**src/rtl/i2s_frame_gen.sv**
```systemverilog
// I2S master frame generator: derives bck/lrck from i_clk and presents per-frame-stable L/R words.
// Optional: define I2S_FRAME_GEN_HOLD_LAST_EN to repeat the last pair on underrun instead of silence.
module i2s_frame_gen #(
  parameter int unsigned WORD_SIZE  = 24,
  parameter int unsigned BCK_DIV    = 4,
  parameter int unsigned FRAME_BITS = 32
) (
  input  logic                 i_clk,
  input  logic                 i_rst,
  input  logic                 i_valid,
  input  logic [WORD_SIZE-1:0] i_l_data,
  input  logic [WORD_SIZE-1:0] i_r_data,
  output logic                 o_ready,
  output logic                 o_bck,
  output logic                 o_lrck,
  output logic [WORD_SIZE-1:0] o_l_din,
  output logic [WORD_SIZE-1:0] o_r_din,
  output logic                 o_frame_start,
  output logic                 o_underrun
);

  localparam int unsigned DIV_W = (BCK_DIV > 1) ? $clog2(BCK_DIV) : 1;
  localparam int unsigned BIT_W = $clog2(2 * FRAME_BITS);

  logic [DIV_W-1:0]     div_q, div_d;
  logic [BIT_W-1:0]     bit_q, bit_d;
  logic                 bck_q, bck_d;
  logic                 lrck_q, lrck_d;
  logic                 fs_q, fs_d;
  logic                 ur_q, ur_d;
  logic [WORD_SIZE-1:0] out_l_q, out_l_d;
  logic [WORD_SIZE-1:0] out_r_q, out_r_d;
  logic [WORD_SIZE-1:0] hold_l_q, hold_l_d;
  logic [WORD_SIZE-1:0] hold_r_q, hold_r_d;
  logic                 hold_full_q, hold_full_d;

  logic div_wrap;
  logic bck_fall;
  logic frame_start;
  logic xfer;

  assign o_ready = !hold_full_q && !i_rst;

  // Next-state: clock division, frame position and sample routing
  always_comb begin
    div_d       = div_q;
    bit_d       = bit_q;
    bck_d       = bck_q;
    lrck_d      = lrck_q;
    fs_d        = 1'b0;
    ur_d        = 1'b0;
    out_l_d     = out_l_q;
    out_r_d     = out_r_q;
    hold_l_d    = hold_l_q;
    hold_r_d    = hold_r_q;
    hold_full_d = hold_full_q;

    div_wrap    = (div_q == DIV_W'(BCK_DIV - 1));
    bck_fall    = div_wrap && bck_q;
    frame_start = bck_fall && (bit_q == BIT_W'(2 * FRAME_BITS - 1));
    xfer        = i_valid && o_ready;

    div_d = div_wrap ? '0 : div_q + DIV_W'(1);
    if (div_wrap) begin
      bck_d = ~bck_q;
    end

    if (bck_fall) begin
      bit_d  = frame_start ? '0 : bit_q + BIT_W'(1);
      lrck_d = (bit_d >= BIT_W'(FRAME_BITS));
    end

    // A frame start drains hold, else bypasses a same-cycle transfer, else underruns
    if (frame_start) begin
      fs_d = 1'b1;
      if (hold_full_q) begin
        out_l_d     = hold_l_q;
        out_r_d     = hold_r_q;
        hold_full_d = 1'b0;
      end else if (xfer) begin
        out_l_d = i_l_data;
        out_r_d = i_r_data;
      end else begin
        ur_d = 1'b1;
`ifdef I2S_FRAME_GEN_HOLD_LAST_EN
        out_l_d = out_l_q;
        out_r_d = out_r_q;
`else
        out_l_d = '0;
        out_r_d = '0;
`endif
      end
    end else if (xfer) begin
      hold_l_d    = i_l_data;
      hold_r_d    = i_r_data;
      hold_full_d = 1'b1;
    end
  end

  always_ff @(posedge i_clk) begin
    if (i_rst) begin
      div_q       <= '0;
      bit_q       <= '0;
      bck_q       <= 1'b0;
      lrck_q      <= 1'b0;
      fs_q        <= 1'b0;
      ur_q        <= 1'b0;
      out_l_q     <= '0;
      out_r_q     <= '0;
      hold_l_q    <= '0;
      hold_r_q    <= '0;
      hold_full_q <= 1'b0;
    end else begin
      div_q       <= div_d;
      bit_q       <= bit_d;
      bck_q       <= bck_d;
      lrck_q      <= lrck_d;
      fs_q        <= fs_d;
      ur_q        <= ur_d;
      out_l_q     <= out_l_d;
      out_r_q     <= out_r_d;
      hold_l_q    <= hold_l_d;
      hold_r_q    <= hold_r_d;
      hold_full_q <= hold_full_d;
    end
  end

  assign o_bck         = bck_q;
  assign o_lrck        = lrck_q;
  assign o_frame_start = fs_q;
  assign o_underrun    = ur_q;
  assign o_l_din       = out_l_q;
  assign o_r_din       = out_r_q;

endmodule

```
**config.mk**
```make
export PLATFORM = sky130hd
export DESIGN_NAME = i2s_frame_gen
export DESIGN_NICKNAME = d
export VERILOG_FILES = /design/src/rtl/i2s_frame_gen.sv
export SDC_FILE = /design/constraint.sdc
export NUM_CORES = 1
export LEC_CHECK = 0
export CORE_ASPECT_RATIO = 0.6
export CORE_UTILIZATION = 24
export DETAILED_ROUTE_END_ITERATION = 6
export GPL_ROUTABILITY_DRIVEN = 0
export PLACE_DENSITY = 0.44
export SKIP_CTS_REPAIR_TIMING = 1
export SLEW_MARGIN = 20
export SYNTH_ARGS = -nofsm -noshare
export SYNTH_HDL_FRONTEND = slang
export SYNTH_SLANG_ARGS = --single-unit
export TNS_END_PERCENT = 1
```
**constraint.sdc**
```tcl
create_clock -name i_clk -period 1.65 [get_ports i_clk]
set_input_delay 0.495 -clock i_clk [delete_from_list [all_inputs] [get_ports i_clk]]
set_output_delay 0.495 -clock i_clk [all_outputs]
set_load 0.05 [all_outputs]
```
## After elaboration in Yosys (flattened, before gate mapping)

Cells that the tools add are included.
Widths: inputs -> output; s select.

- Register bits after elaboration: 109
- Input port bits: 51
- Output and inout bits: 53
- Logic and storage cells: 35

- $add $sub $neg: 2
- Magnitude comparators: 1
- Equality and inequality tests: 2
- Mux-type cells: 7
- Bitwise gates (word level): 2
- Reductions and logical operators: 10

Operators with widths:

| cell | count |
|---|---|
| $mux 24 | 4 |
| $add 6x1->6 const B | 1 |
| $eq 6x6->1 const B | 1 |
| $ge 6x6->1 const B | 1 |
| $mux 6 | 1 |
| $logic_and 1x1->1 | 4 |
| $reduce_or 2->1 | 2 |
| $reduce_or 3->1 | 1 |
| $add 2x1->2 const B | 1 |
| $eq 2x2->1 const B | 1 |
| $logic_not 1->1 | 2 |
| $mux 1 | 2 |
| $not 1->1 | 2 |
| $reduce_and 2->1 | 1 |

## Longest topological paths before layout

- Depth after elaboration: 5
- Depth in mapped cells: 8
- Depth with buffers taken out: 4

## Worst setup path before layout

OpenSTA, ideal clock, no wires.

- Path type: in2out
- Start point: input i_rst
- End point: output o_ready
- Arrival time: 1.699 ns
- Data required time: 1.155 ns
- Slack: -0.544 ns
- Cell stages on the path: 4
- Buffers on the path: 3
- Path through: buf_2 > clkbuf_1 > buf_1 > nor2_1

- Cells in the longest elaborated chain, start to end: 2

RTL lines:

| item | RTL line | RTL |
|---|---|---|
| from (decl) | 9 | `input logic i_rst,` |
| $logic_not 1->1 | 42 | `assign o_ready = !hold_full_q && !i_rst;` |
| $logic_and 1x1->1 | 42 |  |
| to (decl) | 13 | `output logic o_ready,` |

No other way between the ends.

## Worst setup path in the final report

- Start point: register bit_q[0]
- End point: register hold_r_q[21]

- Cells in the longest elaborated chain, start to end: 4

RTL lines:

| item | RTL line | RTL |
|---|---|---|
| from (decl) | 26 | `logic [BIT_W-1:0] bit_q, bit_d;` |
| from (signal assigned) | 115 | `bit_q <= bit_d;` |
| $eq 6x6->1 | 60 | `frame_start = bck_fall && (bit_q == BIT_W'(2 * FRAME_BITS - 1));` |
| $logic_and 1x1->1 | 60 |  |
| $not 1->1 (no source line) | n/a |  |
| $reduce_and 2->1 (no source line) | n/a |  |
| to (signal assigned) | 123 | `hold_r_q <= hold_r_d;` |
| to (decl) | 34 | `logic [WORD_SIZE-1:0] hold_r_q, hold_r_d;` |

No other way between the ends.
A chain may end at the register's enable or synchronous reset.

==> metrics <==
grt ovf=0; CP startpoint kind=register; CP required=1.89 ns; top cells by area, synth=dfxtp_1 (46%), a211oi_1 (7.7%), mux2_2 (6.6%); post-synth top area cell=dfxtp_1; Setup Viol. Count Final=0; flop-to-flop setup slack=0.04 ns; top cell type's share of synthesized area=0.4586; Worst-Margin Slew=0.3869 ns; Pwr Density=756.0 nW/um2; Period Utilization, post-route=0.9730; HPWL Detailed=9716 um; clock sinks=109; DRC viols=0; CORE AREA=19230 um2; Period minus WS final=1.606 ns; Reg2Reg Capture Point=hold_r_q[21]; Detailed Routing Iterations Pass 1=4; cells after synthesis=494; fmax=622.9 MHz; Initial Util=0.2475; layout cells sized above 1=0.2596; Synth Net Count=547; via count=4101; CTS tree=built; CTS clock-pin slew for the worst setup and hold paths=0.07 ns; Max VDD drop=0.0004696 V; Seq cells post-synth=109; IO buf count=103; Mapped Area=4758 um2; critical path type=register to register; pre-CTS setup slack=-0.4795 ns; antenna violations before repair=0; num ports=104; Die Ht=111.1 um; Hold Vio Cnt, Final=0; headroom to the max-slew limit=0.7421; status=complete, no violations; hold worst-path end=o_underrun; final wirelength=15100 um; hold path depth=2; Lkg Pwr=2.620 nW; first-pass GRT wire length=23390 um; Seq pwr share=0.507; Synth-to-Final Area Change=52.06%; Num CTS Buffers=9; FF-to-FF path depth=6; internal power=0.004171 W; reg2reg start=bit_q[0]; unrepaired setup endpoints after global routing=true; routed length per instance=17.41 um; final slew viol count=0; clk_skew=0.005311 ns; vias in the first global route=4194; Std-Cell Rows=39; max_cap viols=0; via density per instance=4.730; worst min path class=primary input to register; Clock Path Buffers=2; Initial DRC Count=227; Diodes inserted=0; Die Area=20410 um2; worst hold start=i_valid; setup ws final=0.04448 ns; P_sw=0.001298 W; fill count=1900; CP arrival=1.84 ns; YS warnings=0; Net Sw Frac=0.2374; Post-DRT Antenna Nets=0; Final #Nets=649; CP endpoint kind=register; Combinational Power Share=0.116; CP Max Fanout=16; Clk Latency, worst-skew pair=0.35 ns; sum of negative setup slack=0 ns; clock share of power=0.378; Die X=183.8 um; Global Route Usage Sum=0.1492; synth unique cells=36; H-tree depth=3; root cell of the clock tree=clkbuf_16; largest net degree at the start of global routing=53; Synth Area per Inst=9.632 um2; fin util=0.3764; sequential area share after synthesis=0.4586
## cell type report
type                            count  area [um2]  area share
Tap cell                          266       332.8     0.04600
Multi-Input combinational cell    333        2435      0.3365
Timing Repair Buffer              141        1999      0.2763
Clock buffer                       15       267.8     0.03701
Sequential cell                   109        2188      0.3024
Clock inverter                      1       5.005   0.0006917
Inverter                            2       7.507    0.001038
## Yosys cell counts, drive strengths merged
master and n:
and2b 1, xor2 2, inv 2, nor2 7, nor3 3, ha 2, nand3b 1, nand2 5
nor2b 48, and3 1, or4 1, and4 1, dfxtp 109, mux2 48, a31oi 49, o211ai 2
clkbuf 24, a2bb2oi 1, buf 26, a211oi 49, xnor2 1, or3 2, nand3 4, o21ai 2
nor4 1, o41ai 1, nor3b 1, and2 48, nand4 2, a21oi 50
## registers in the layout (all words and copies together) (netlist names)
signal and flops:
bit_q 6, o_underrun 1, o_r_din 24, o_frame_start 1
o_lrck 1, hold_full_q 1, hold_r_q 24, o_bck 1
hold_l_q 24, div_q 2, o_l_din 24
## worst max path at each step
stage / cells after the start / start / endpoint
4_1_cts: 5 / bit_q[1] / hold_l_q[21]
2_1_floorplan: 4 / i_rst / o_ready
3_5_place_dp: 5 / i_valid / hold_l_q[21]
6_report: 6 / bit_q[0] / hold_r_q[21]
3_3_place_gp: 5 / i_valid / hold_l_q[21]
5_1_grt: 6 / div_q[1] / o_l_din[9]
## power groups by stage
stage | Combinational [W] | Clock, W | Sequential (W)
after global routing | 0.000687 | 0.00226 | 0.00278
after CTS | 0.000619 | 0.00215 | 0.00277
after floorplan | 0.000339 | 0 | 0.00282
after global placement | 0.000604 | 0 | 0.00282
after detailed placement | 0.000617 | 0 | 0.00283
final | 0.000634 | 0.00207 | 0.00277
## cell usage in the layout (no fill, tap or decap), drive strengths merged, types with 2 or more instances in the layout
master / n
ha: 2
and2: 48
clkdlybuf4s50: 48
clkbuf: 17
o211ai: 2
a31oi: 49
a211oi: 49
nor3: 3
a21oi: 50
inv: 2
buf: 90
mux2: 48
o21ai: 2
nor2b: 48
dfxtp: 109
nand3: 4
or3: 2
nor2: 7
nand4: 2
xor2: 2
nand2: 5
## worst max-delay path, cell delays in order, from the launching register on
cell,delay [ns]
dfxtp_2,0.36
ha_4,0.16
nand4_4,0.12
o211ai_4,0.20
buf_12,0.15
buf_12,0.15
mux2_2,0.35
## layer usage
layer	global-route usage	wire (um)	vias to the layer above
met4	0.03389	138	0
li1	-	-	1987
met3	0.04008	961	11
met2	0.2144	6091	119
met5	0	0	-
met1	0.2187	7907	1984
## cell families (layout without fill, tap and decap cells)
group                    after synthesis  in the layout  share of synthesized area
AO/OA/AOI/OAI                        154            154                     0.2043
XOR/XNOR                               3              3                   0.005523
adder cells (fa/ha/maj)                2              2                   0.005258
buffers and inverters                 52            159                    0.05233
flip-flops                           109            109                     0.4586
multiplexers                          48             48                     0.1136
AND/OR/NAND/NOR                      126            126                     0.1604
## per-stage QoR
stage,hold WS (ns),total power [W],instances,instance area (um2)
2_1_floorplan,0.4040,0.003163,494,4810
3_3_place_gp,0.4140,0.003427,846,6770
3_5_place_dp,0.4223,0.003444,846,6770
4_1_cts,0.4329,0.005532,862,7043
5_1_grt,0.4284,0.005727,867,7236
6_report,0.4197,0.005470,867,7236
(Power assumes the default switching activity.)
